`src/rtl/hopfield_io_bridge_if.sv`:
```
// Stream-in / stream-out and network-side signals of the Hopfield host bridge.
// The bridge takes the slave view; the host fabric and network model take the master view.
interface hopfield_io_bridge_if #(
    parameter int WIDTH = 5
);
    logic [WIDTH-1:0] in_data;
    logic             in_valid;
    logic             in_ready;
    logic [WIDTH-1:0] b0_out;
    logic [WIDTH-1:0] b1_out;
    logic [WIDTH-1:0] b2_out;
    logic [WIDTH-1:0] b3_out;
    logic             start;
    logic             net_done;
    logic [WIDTH-1:0] net_result;
    logic [1:0]       res_sel;
    logic [WIDTH-1:0] out_data;
    logic             out_valid;
    logic             out_ready;
    logic             busy;
    logic             timeout;

    modport slave (
        input  in_data, in_valid, net_done, net_result, out_ready,
        output in_ready, b0_out, b1_out, b2_out, b3_out, start,
               res_sel, out_data, out_valid, busy, timeout
    );

    modport master (
        output in_data, in_valid, net_done, net_result, out_ready,
        input  in_ready, b0_out, b1_out, b2_out, b3_out, start,
               res_sel, out_data, out_valid, busy, timeout
    );
endinterface

```
`src/rtl/hopfield_io_bridge.sv`:
```
// Packs four stream words into the network pattern bus, pulses start, then streams the recalled pattern back.
// Optional WAIT timeout enabled by HOPFIELD_IO_BRIDGE_TIMEOUT_EN.
module hopfield_io_bridge #(
    parameter int WIDTH   = 5,
    parameter int TIMEOUT = 255
) (
    input  logic                 clk,
    input  logic                 rst,
    hopfield_io_bridge_if.slave  bus
);
    typedef enum logic [2:0] {LOAD, START, WAIT, READ, SEND} state_t;

    state_t           state, state_nxt;
    logic [WIDTH-1:0] s0, s1, s2;
    logic [WIDTH-1:0] b0, b1, b2, b3;
    logic [WIDTH-1:0] out_q;
    logic [1:0]       widx, k, sel;
    logic             done_q;
    logic             in_fire, out_fire, done_rise;
    logic             to_hit, to_flag;

    assign in_fire   = (state == LOAD) & bus.in_valid;
    assign out_fire  = (state == SEND) & bus.out_ready;
    assign done_rise = bus.net_done & ~done_q;

`ifdef HOPFIELD_IO_BRIDGE_TIMEOUT_EN
    localparam int CW = $clog2(TIMEOUT + 1);
    logic [CW-1:0] wait_cnt;

    // Zero on the first WAIT cycle, so the exit lands exactly TIMEOUT cycles after entry.
    always_ff @(posedge clk or posedge rst) begin
        if (rst)                 wait_cnt <= '0;
        else if (state != WAIT)  wait_cnt <= '0;
        else                     wait_cnt <= wait_cnt + 1'b1;
    end

    assign to_hit = (wait_cnt == CW'(TIMEOUT - 1));

    always_ff @(posedge clk or posedge rst) begin
        if (rst)                                      to_flag <= 1'b0;
        else if (state == WAIT && to_hit && !done_rise) to_flag <= 1'b1;
    end
`else
    logic unused_timeout_cfg;
    assign unused_timeout_cfg = ^TIMEOUT;
    assign to_hit  = 1'b0;
    assign to_flag = 1'b0;
`endif

    always_ff @(posedge clk or posedge rst) begin
        if (rst) state <= LOAD;
        else     state <= state_nxt;
    end

    always_comb begin
        state_nxt = state;
        case (state)
            LOAD:    if (in_fire && widx == 2'd3) state_nxt = START;
            START:   state_nxt = WAIT;
            WAIT:    if (done_rise)   state_nxt = READ;
                     else if (to_hit) state_nxt = LOAD;
            READ:    state_nxt = SEND;
            SEND:    if (out_fire) state_nxt = (k == 2'd3) ? LOAD : READ;
            default: state_nxt = LOAD;
        endcase
    end

    always_ff @(posedge clk or posedge rst) begin
        if (rst) begin
            s0     <= '0;
            s1     <= '0;
            s2     <= '0;
            b0     <= '0;
            b1     <= '0;
            b2     <= '0;
            b3     <= '0;
            out_q  <= '0;
            widx   <= '0;
            k      <= '0;
            sel    <= '0;
            done_q <= 1'b0;
        end else begin
            done_q <= bus.net_done;
            // The pattern bus only changes on the fourth word, so it never shows a partial pattern.
            if (in_fire) begin
                case (widx)
                    2'd0:    s0 <= bus.in_data;
                    2'd1:    s1 <= bus.in_data;
                    2'd2:    s2 <= bus.in_data;
                    default: begin
                        b0 <= s0;
                        b1 <= s1;
                        b2 <= s2;
                        b3 <= bus.in_data;
                    end
                endcase
                widx <= widx + 2'd1;
            end
            if (state == START) begin
                k   <= '0;
                sel <= '0;
            end
            if (state == READ) out_q <= bus.net_result;
            if (out_fire && k != 2'd3) begin
                k   <= k + 2'd1;
                sel <= k + 2'd1;
            end
        end
    end

    assign bus.in_ready  = (state == LOAD);
    assign bus.busy      = (state != LOAD);
    assign bus.start     = (state == START);
    assign bus.out_valid = (state == SEND);
    assign bus.out_data  = out_q;
    assign bus.res_sel   = sel;
    assign bus.b0_out    = b0;
    assign bus.b1_out    = b1;
    assign bus.b2_out    = b2;
    assign bus.b3_out    = b3;
    assign bus.timeout   = to_flag;
endmodule
```
`src/flat_wrapper.sv`:
```
// flat-port wrapper written by rule: the top's interface ports become plain ports
module hopfield_io_bridge_flat 
#(
    parameter int WIDTH   = 5,
    parameter int TIMEOUT = 255
)
  (clk, rst, bus_in_data, bus_in_valid, bus_net_done, bus_net_result, bus_out_ready, bus_in_ready, bus_b0_out, bus_b1_out, bus_b2_out, bus_b3_out, bus_start, bus_res_sel, bus_out_data, bus_out_valid, bus_busy, bus_timeout);
  hopfield_io_bridge_if #(.WIDTH(WIDTH)) bus_i ();
  input  logic clk;
  input  logic rst;
  input wire logic [$bits(bus_i.in_data)-1:0] bus_in_data;
  input wire logic [$bits(bus_i.in_valid)-1:0] bus_in_valid;
  input wire logic [$bits(bus_i.net_done)-1:0] bus_net_done;
  input wire logic [$bits(bus_i.net_result)-1:0] bus_net_result;
  input wire logic [$bits(bus_i.out_ready)-1:0] bus_out_ready;
  output wire logic [$bits(bus_i.in_ready)-1:0] bus_in_ready;
  output wire logic [$bits(bus_i.b0_out)-1:0] bus_b0_out;
  output wire logic [$bits(bus_i.b1_out)-1:0] bus_b1_out;
  output wire logic [$bits(bus_i.b2_out)-1:0] bus_b2_out;
  output wire logic [$bits(bus_i.b3_out)-1:0] bus_b3_out;
  output wire logic [$bits(bus_i.start)-1:0] bus_start;
  output wire logic [$bits(bus_i.res_sel)-1:0] bus_res_sel;
  output wire logic [$bits(bus_i.out_data)-1:0] bus_out_data;
  output wire logic [$bits(bus_i.out_valid)-1:0] bus_out_valid;
  output wire logic [$bits(bus_i.busy)-1:0] bus_busy;
  output wire logic [$bits(bus_i.timeout)-1:0] bus_timeout;
  assign bus_i.in_data = bus_in_data;
  assign bus_i.in_valid = bus_in_valid;
  assign bus_i.net_done = bus_net_done;
  assign bus_i.net_result = bus_net_result;
  assign bus_i.out_ready = bus_out_ready;
  assign bus_in_ready = bus_i.in_ready;
  assign bus_b0_out = bus_i.b0_out;
  assign bus_b1_out = bus_i.b1_out;
  assign bus_b2_out = bus_i.b2_out;
  assign bus_b3_out = bus_i.b3_out;
  assign bus_start = bus_i.start;
  assign bus_res_sel = bus_i.res_sel;
  assign bus_out_data = bus_i.out_data;
  assign bus_out_valid = bus_i.out_valid;
  assign bus_busy = bus_i.busy;
  assign bus_timeout = bus_i.timeout;
  hopfield_io_bridge #(.WIDTH(WIDTH), .TIMEOUT(TIMEOUT)) u_core (.clk(clk), .rst(rst), .bus(bus_i));
endmodule
```
`config.mk`:
```
export PLATFORM = sky130hd
export DESIGN_NAME = hopfield_io_bridge_flat
export DESIGN_NICKNAME = d
export VERILOG_FILES = /design/src/rtl/hopfield_io_bridge_if.sv /design/src/rtl/hopfield_io_bridge.sv /design/src/flat_wrapper.sv
export SDC_FILE = /design/constraint.sdc
export NUM_CORES = 1
export LEC_CHECK = 0
export ABC_AREA = 1
export CORE_MARGIN = 3
export CORE_UTILIZATION = 53
export DETAILED_ROUTE_END_ITERATION = 8
export GPL_TIMING_DRIVEN = 0
export PLACE_DENSITY = 0.79
export RECOVER_POWER = 50
export SYNTH_ARGS = -nofsm -noshare
export SYNTH_HDL_FRONTEND = slang
export SYNTH_SLANG_ARGS = --single-unit
```
`constraint.sdc`:
```
create_clock -name clk -period 1.9 [get_ports clk]
set_input_delay 0.19 -clock clk [delete_from_list [all_inputs] [get_ports clk]]
set_output_delay 0.19 -clock clk [all_outputs]
set_load 0.05 [all_outputs]
```
=== Word-level counts from Yosys, hierarchy flattened ===
Cells that the tools add are included.

* Bits in registers: 48
* Input bits: 15
* Logic and storage cells: 50

* Add/sub/neg operators: 2
* Eq/ne operators: 12
* Muxes and demuxes: 7
* Bitwise operators: 5
* Reductions and logical operators: 12

{| class="wikitable"
|+ Operators with widths
! operator !! count
|-
| $pmux W3 S5 || 1
|-
| $mux W3 || 3
|-
| $reduce_and A2 Y1 || 4
|-
| $eq A2 B2 Y1 const B || 3
|-
| $eq A3 B2 Y1 const B || 2
|-
| $mux W2 || 3
|-
| $ne A2 B1 Y1 const B || 3
|-
| $add A2 B1 Y2 const B || 2
|-
| $and A1 B1 Y1 || 3
|-
| $eq A3 B1 Y1 const B || 1
|-
| $eq A3 B3 Y1 const B || 1
|-
| $logic_not A3 Y1 || 1
|-
| $reduce_and A3 Y1 || 1
|-
| $reduce_bool A3 Y1 || 1
|-
| $reduce_or A3 Y1 || 1
|-
| $eq A2 B1 Y1 const B || 1
|-
| $logic_and A1 B1 Y1 || 2
|-
| $logic_not A2 Y1 || 1
|-
| $ne A2 B2 Y1 const B || 1
|-
| $not A1 Y1 || 2
|-
| $reduce_bool A2 Y1 || 1
|}

=== Logic depth before layout (Yosys ltp) ===
Gate-level depths: netlist of run 1.

* Word-level depth: 5
* Gate-level depth with buffers: 7
* Gate-level depth less buffers: 7

=== Worst setup path before layout of run 1 ===
OpenSTA, ideal clock, no wires.

* Path kind: register to register
* Start point: register u_core.state[0]
* End point: register u_core.state[1]
* Data arrival time: 1.437 ns
* Data required time: 1.782 ns
* Setup slack: 0.345 ns
* Cell stages (with the launch flop): 7
* Path through: dfrtp_1 nor2_4 nand2_4 inv_1 o21ai_0 nand3_1 nand2_1

* Longest elaborated chain between the ends: 5

{| class="wikitable"
|+ Ends and longest elaborated chain
! item !! RTL line !! source
|-
| from (decl) || hopfield_io_bridge.sv:13 || <nowiki>state_t state, state_nxt;</nowiki>
|-
| from (signal assigned) || hopfield_io_bridge.sv:52 || <nowiki>else state <= state_nxt;</nowiki>
|-
| $logic_not A3 Y1 (*) || - ||
|-
| named net bus_in_ready || flat_wrapper.sv:16 || <nowiki>output wire logic [$bits(bus_i.in_ready)-1:0] bus_in_ready;</nowiki>
|-
| $and A1 B1 Y1 || hopfield_io_bridge.sv:22 || <nowiki>assign in_fire = (state == LOAD) & bus.in_valid;</nowiki>
|-
| $logic_and A1 B1 Y1 || hopfield_io_bridge.sv:58 || <nowiki>LOAD: if (in_fire && widx == 2'd3) state_nxt = START;</nowiki>
|-
| $ne A2 B1 Y1 (no source line) || - ||
|-
| $reduce_and A3 Y1 (no source line) || - ||
|}

The timed path passes the listed nets; every way through them passes the cells marked *.
A chain may end at the register's enable or synchronous reset.

=== Worst setup path in the final report of run 1 ===
* Start point: register u_core.state[1]
* End point: output bus_start

* Longest elaborated chain between the ends: 1

{| class="wikitable"
|+ Ends and longest elaborated chain
! item !! RTL line !! source
|-
| $eq A3 B1 Y1 || hopfield_io_bridge.sv:113 || <nowiki>assign bus.start = (state == START);</nowiki>
|-
| to (decl) || flat_wrapper.sv:21 || <nowiki>output wire logic [$bits(bus_i.start)-1:0] bus_start;</nowiki>
|}

No other way between the ends.

==> reports/metrics.yaml, run 1 <==
synth:
  post_synth.cell_area_avg_um2: 9.642
  synth_edf_count: 0
  synth-seq-area-share: 0.5714
  synth_ff_type: "dfrtp_1"
  synthArstFlopShare: 1.000
  yosysWarnings: 0
  ys_ff_latch: 48
  synth_area_um2: 2102
  post_synth_num_cell_types: 22
  syn_inst: 218
  synth_fp_nets: 238
grt:
  grt_pass1_wl_um: 6382
  grtUsageTotal: 0.1829
  antenna_found_initial: 0
  grt_max_degree: 36
  grt_pass1_vias: 1433
  grt_remaining_overflow: 0
cells_and_area:
  n_fill_cell: 302
  area_growth_pct: 27.98
  stdcell_area_um2: 2690
  fin_nets: 291
  multiInputGateArea_um2: 729.5
  layout-drive-gt1-share: 0.1103
  antenna_cells: 0
  seq_area_um2: 1201
power_and_ir_drop:
  irDropWorstVdd_v: 0.001113
  power_mw: 4.873
  power_leakage_nw: 1.380
  powerDensity_nw_per_um2: 1812
worst_setup_path:
  critPathKind: "reg2out"
  reg2reg_depth: 7
  r2r_start: "u_core.state[0]"
  cp-start-kind: "register"
  required_ns: 1.71
  rr_endpoint: "u_core.s2[1]"
  r2r_slack_ns: 0.30
  critPathMaxFanout: 5
  arrival_ns: 1.62
  end_kind: "output port"
timing:
  worst_slack_ns: 0.09325
  slew_viol_final: 0
  finalClockSkew_ns: 0.005772
  fmax_mhz: 553.5
  worstMarginPinSlew_ns: 0.8272
  final.setup.tns_ns: 0
  rsz0062_at_grt: "no"
  slew_headroom: 0.4485
  finalSetupViolations: 0
  fin_crit_sh: 0.9509
  layout_min_cycle_time_ns: 1.807
  finalHoldViolCount: 0
clock_network:
  numCtsBuffers: 5
  post_cts_buffers: 0
  cts_tree: "yes"
  hold_buffers: 0
  cts_max_level: 2
  clockBufferDepth: 2
  worstSkewPairLatency_ns: 0.30
  cts_sinks: 48
  cts_root_buf: "clkbuf_8"
  cts_resized: 4
  clk_pin_slew_worst_paths_ns: 0.08
placement:
  dpl_worst_slack_ns: 0.1265
  hpwl_um: 2854
  postPlaceCellArea_um2: 2633
  port_buffers: 45
  globalplace.congestion: 0.7560
min_path:
  hp-class: "in2async"
route:
  wl_per_cell_um: 12.05
  first_pass_iters: 4
  vias: 1584
  drt_iter0_markers: 118
  antenna_left: 0
  routed_wl_um: 3856
  drc: 0
  avgViaCountPerCell: 4.950
floorplan:
  row_count: 22
  core_um2: 3744
  initial_core_util: 0.5615
  die_w_um: 68.98
  io_pins: 47
  die_h_um: 68.98
  die_area_um2: 4758
status:
  status: "completed"
run:
  max-cap-violations: 0
[cells in the final DEF, fill, tap and decap left out, types with 3 or more instances in the layout]
cell type,netlist,routed
nand2_1,64,65
dfrtp_1,48,48
clkdlybuf4s50_1,0,39
inv_1,26,26
nand3_1,24,24
o21ai_0,12,12
o21ai_1,8,8
o21ai_2,7,7
clkbuf_8,0,6
ha_1,5,5
clkbuf_1,1,3
nand2_2,4,3
nor2_1,3,3
[per-layer routing]
| metal | GRT usage | up-vias | wire [um] | part of all wire |
|---|---|---|---|---|
| li1 | - | 783 | - | - |
| met1 | 0.2521 | 744 | 1853 | 0.48 |
| met2 | 0.2762 | 48 | 1663 | 0.43 |
| met3 | 0.04700 | 9 | 268 | 0.070 |
| met4 | 0.07299 | 0 | 71 | 0.018 |
| met5 | 0 | - | 0 | 0 |
[final cells by class]
class	count	share of cell area
plain buffers	8	0.02047
repair buffers	46	0.1684
multi-input cells	136	0.2712
flip-flops and latches	48	0.4465
clock inverters	1	0.002791
inverters	26	0.03628
well taps	48	0.02233
clock buffers	7	0.03209
[stage by stage]
stage / hold WS, ns / utilization / cells
after floorplan: 0.2214 / - / 218
after global placement: 0.4543 / 0.6979 / 311
after detailed placement: 0.4591 / 0.7032 / 312
after CTS: 0.1610 / 0.7269 / 320
after global routing: 0.4147 / 0.7186 / 320
final: 0.3510 / 0.7186 / 320
[cell usage after synthesis (2+ instances only)]
master,count,share of area
nand2_1,64,0.11
dfrtp_1,48,0.57
inv_1,26,0.046
nand3_1,24,0.057
o21ai_0,12,0.029
o21ai_1,8,0.019
o21ai_2,7,0.029
ha_1,5,0.030
nand2_2,4,0.012
nor2_1,3,0.0054
buf_2,2,0.0048
buf_4,2,0.0071
buf_6,2,0.011
nand2_4,2,0.011
nand2_8,2,0.019
[cell families after synthesis]
logic type / after synthesis / synth area share
simple gates: 101 / 0.2333
flops: 48 / 0.5714
buf+inv: 34 / 0.08035
compound gates: 28 / 0.07917
fa+ha+maj: 5 / 0.02976
xor+xnor: 1 / 0.004167
other cells: 1 / 0.001784
[worst max path at each step]
| stage | from | to | slack [ns] | depth (start not counted) |
|---|---|---|---|---|
| after CTS | u_core.state[1] | bus_start | 0.06 | 4 |
| after detailed placement | u_core.state[1] | bus_start | 0.13 | 4 |
| after global routing | u_core.state[1] | bus_start | 0.004 | 4 |
| after floorplan | u_core.state[0] | u_core.state[1] | 0.34 | 6 |
| final | u_core.state[1] | bus_start | 0.09 | 4 |
| after global placement | rst | u_core.bus.b3_out[1] | -0.33 | 2 |
[state kept, by name, indices dropped and copies added (netlist names)]
name                 cells
u_core.bus.b2_out        5
u_core.bus.b1_out        5
u_core.s2                5
u_core.widx              2
u_core.k                 2
u_core.bus.out_data      5
u_core.bus.b3_out        5
u_core.s0                5
u_core.done_q            1
u_core.state             3
u_core.s1                5
u_core.bus.b0_out        5
[report_power, final]
group	total [mW]	internal, mW	switching (mW)
sequential	1.71	1.44	0.268
clock	0.618	0.296	0.323
combinational	2.55	0.820	1.73
[worst max-delay path: stages, from the launching register on]
cell and delay [ns]:
dfrtp_1 0.42, inv_1 0.13, nand3_1 0.18, inv_1 0.09, clkdlybuf4s15_1 0.49
(Power assumes the default switching activity.)
==> run 2, diff against run 1 <==
Settings changed: HOLD_SLACK_MARGIN set to 0.03.
Clock period 1.9 ns to 2.3 ns, I/O delays scaled along.
==> run 2 against run 1 <==
Critical path depth is the same. Combinational power decreased by 18%. Worst setup slack better by 0.048 ns. Utilization down 0.60 points. Power fell by 18%. Register-to-register slack worse by 0.02 ns. Flip-flop and latch count unchanged. Sequential power fell by 18%. Highest routed layer unchanged.
==> reports/metrics.yaml, run 2 (synthesis results as in run 1) <==
status:
  status: "completed"
floorplan:
  row_count: 22  # unchanged
  die_w_um: 68.98  # unchanged
  die_h_um: 68.98  # unchanged
  io_pins: 47  # unchanged
  core_um2: 3744  # unchanged
  die_area_um2: 4758  # unchanged
  initial_core_util: 0.5615  # unchanged
timing:
  fmax_mhz: 463.1
  finalSetupViolations: 0  # unchanged
  final.setup.tns_ns: 0  # unchanged
  layout_min_cycle_time_ns: 2.159
  slew_viol_final: 0  # unchanged
  slew_headroom: 0.4424  # -0.006152
  rsz0062_at_grt: "no"
  finalClockSkew_ns: 0.004685  # -0.001087 ns
  finalHoldViolCount: 0  # unchanged
  worstMarginPinSlew_ns: 0.8365  # +0.009229 ns
  fin_crit_sh: 0.9388
power_and_ir_drop:
  sw_frac_of_total: 0.4714  # -0.004440
  power_leakage_nw: 1.349  # -2.3%
  netSwitchingPower_mw: 1.895  # -18%
  power_frac_comb: 0.522  # about the same
  irDropWorstVdd_v: 0.0009099  # -18%
  p_seq_frac: 0.351  # about the same
  p_clk_frac: 0.127  # about the same
  powerDensity_nw_per_um2: 1507  # -17%
  power.internal_mw: 2.125  # -17%
route:
  avgViaCountPerCell: 4.928  # -0.44%
  antenna_left: 0  # unchanged
  drc: 0  # unchanged
  drt_iter0_markers: 118  # unchanged
  first_pass_iters: 4  # unchanged
  vias: 1577  # -0.44%
  wl_per_cell_um: 12.09  # +0.36%
  routed_wl_um: 3870  # +0.36%
placement:
  globalplace.congestion: 0.7560  # unchanged
  port_buffers: 45  # unchanged
  hpwl_um: 2854  # unchanged
grt:
  grtUsageTotal: 0.1829  # unchanged
  grt_max_degree: 36  # unchanged
  antenna_found_initial: 0  # unchanged
  grt_pass1_wl_um: 6382  # unchanged
  grt_remaining_overflow: 0  # unchanged
  grt_pass1_vias: 1433  # unchanged
cells_and_area:
  seq_area_um2: 1201  # unchanged
  n_fill_cell: 307  # +1.7%
  fin_nets: 291  # unchanged
  multiInputGateArea_um2: 705.7  # -3.3%
  antenna_cells: 0  # unchanged
  area_growth_pct: 26.90
  layout-drive-gt1-share: 0.09926  # -0.01103
  final_util: 0.7126  # -0.006016
  layout_commonest_cell: "nand2_1"
  layout_common_cells: "66 x nand2_1, 48 x dfrtp_1, 43 x clkdlybuf4s50_1, 26 x inv_1, 24 x nand3_1"
min_path:
  hp-class: "in2async"
clock_network:
  cts_sinks: 48  # unchanged
  worstSkewPairLatency_ns: 0.30  # about the same
  cts_root_buf: "clkbuf_8"
  cts_tree: "yes"
  numCtsBuffers: 5  # unchanged
  cts_max_level: 2  # unchanged
  cts_resized: 0  # -4
  hold_buffers: 0  # unchanged
  clockBufferDepth: 2  # unchanged
  post_cts_buffers: 0  # unchanged
  clk_pin_slew_worst_paths_ns: 0.08  # about the same
worst_setup_path:
  cp-start-kind: "register"
  critPathMaxFanout: 5  # unchanged
  required_ns: 2.07  # +0.36 ns
  arrival_ns: 1.93  # +0.31 ns
  critPathKind: "reg2out"
  end_kind: "output port"
run:
  max-cap-violations: 0  # unchanged
==> run 2: per-layer routing <==
metal	share of wire	global-route usage
met1	0.48	0.2521
met5	0	0
met2	0.43	0.2762
met3	0.072	0.04700
met4	0.017	0.07299
==> run 2: power groups by stage <==
stage                     Sequential [mW]  Combinational, mW  Clock, mW
final                                1.41               2.10      0.510
after global routing                 1.45               2.27      0.554
after CTS                            1.41               2.19      0.529
after detailed placement             1.42               2.19          0
after global placement               1.41               2.15          0
after floorplan                      2.02              0.927          0
==> run 2: path summary, 6_finish.rpt <==
check                                        to                 start  slack [ns]  cells after the start
hold / removal             u_core.bus.b0_out[4]                   rst        0.39                      2
setup / recovery                      bus_start       u_core.state[1]        0.14                      4
min in group clk           u_core.bus.b0_out[3]  u_core.bus.b0_out[3]        0.47                      2
hold reg to reg            u_core.bus.b0_out[3]  u_core.bus.b0_out[3]        0.47                      2
setup reg to reg                   u_core.s2[1]       u_core.state[0]        0.28                      7
max in group asynchronous          u_core.s2[3]                   rst        0.72                      3
==> run 2: cell type report <==
type / count / share of cell area
multi-input combinational: 136 / 0.2645
clock buffer: 7 / 0.03236
timing repair buffer: 46 / 0.1707
tap: 48 / 0.02251
sequential: 48 / 0.4503
inverter: 26 / 0.03659
buffer: 8 / 0.02017
clock inverter: 1 / 0.002814
==> run 2: worst max-delay path, cell delays in order, from the launching register on <==
cell,delay [ns]
dfrtp_1,0.43
inv_1,0.13
nand3_1,0.18
inv_1,0.09
clkdlybuf4s50_1,0.79
==> run 2: per-stage QoR <==
step	setup WS, ns	std cells	cell area, um^2	hold WS (ns)	power [mW]
after floorplan	0.7448	218	2102	0.2614	2.951
after global placement	0.02607	311	2613	0.4543	3.559
after detailed placement	0.4865	312	2633	0.4591	3.609
after CTS	0.1444	320	2726	0.2010	4.129
after global routing	0.06008	320	2668	0.4547	4.272
final	0.1408	320	2668	0.3918	4.020
==> run 3, diff against run 2 <==
Settings changed: SLEW_MARGIN set to 20.
==> results of run 3 <==
The final DEF is identical to that of run 2; final timing and power are the same.
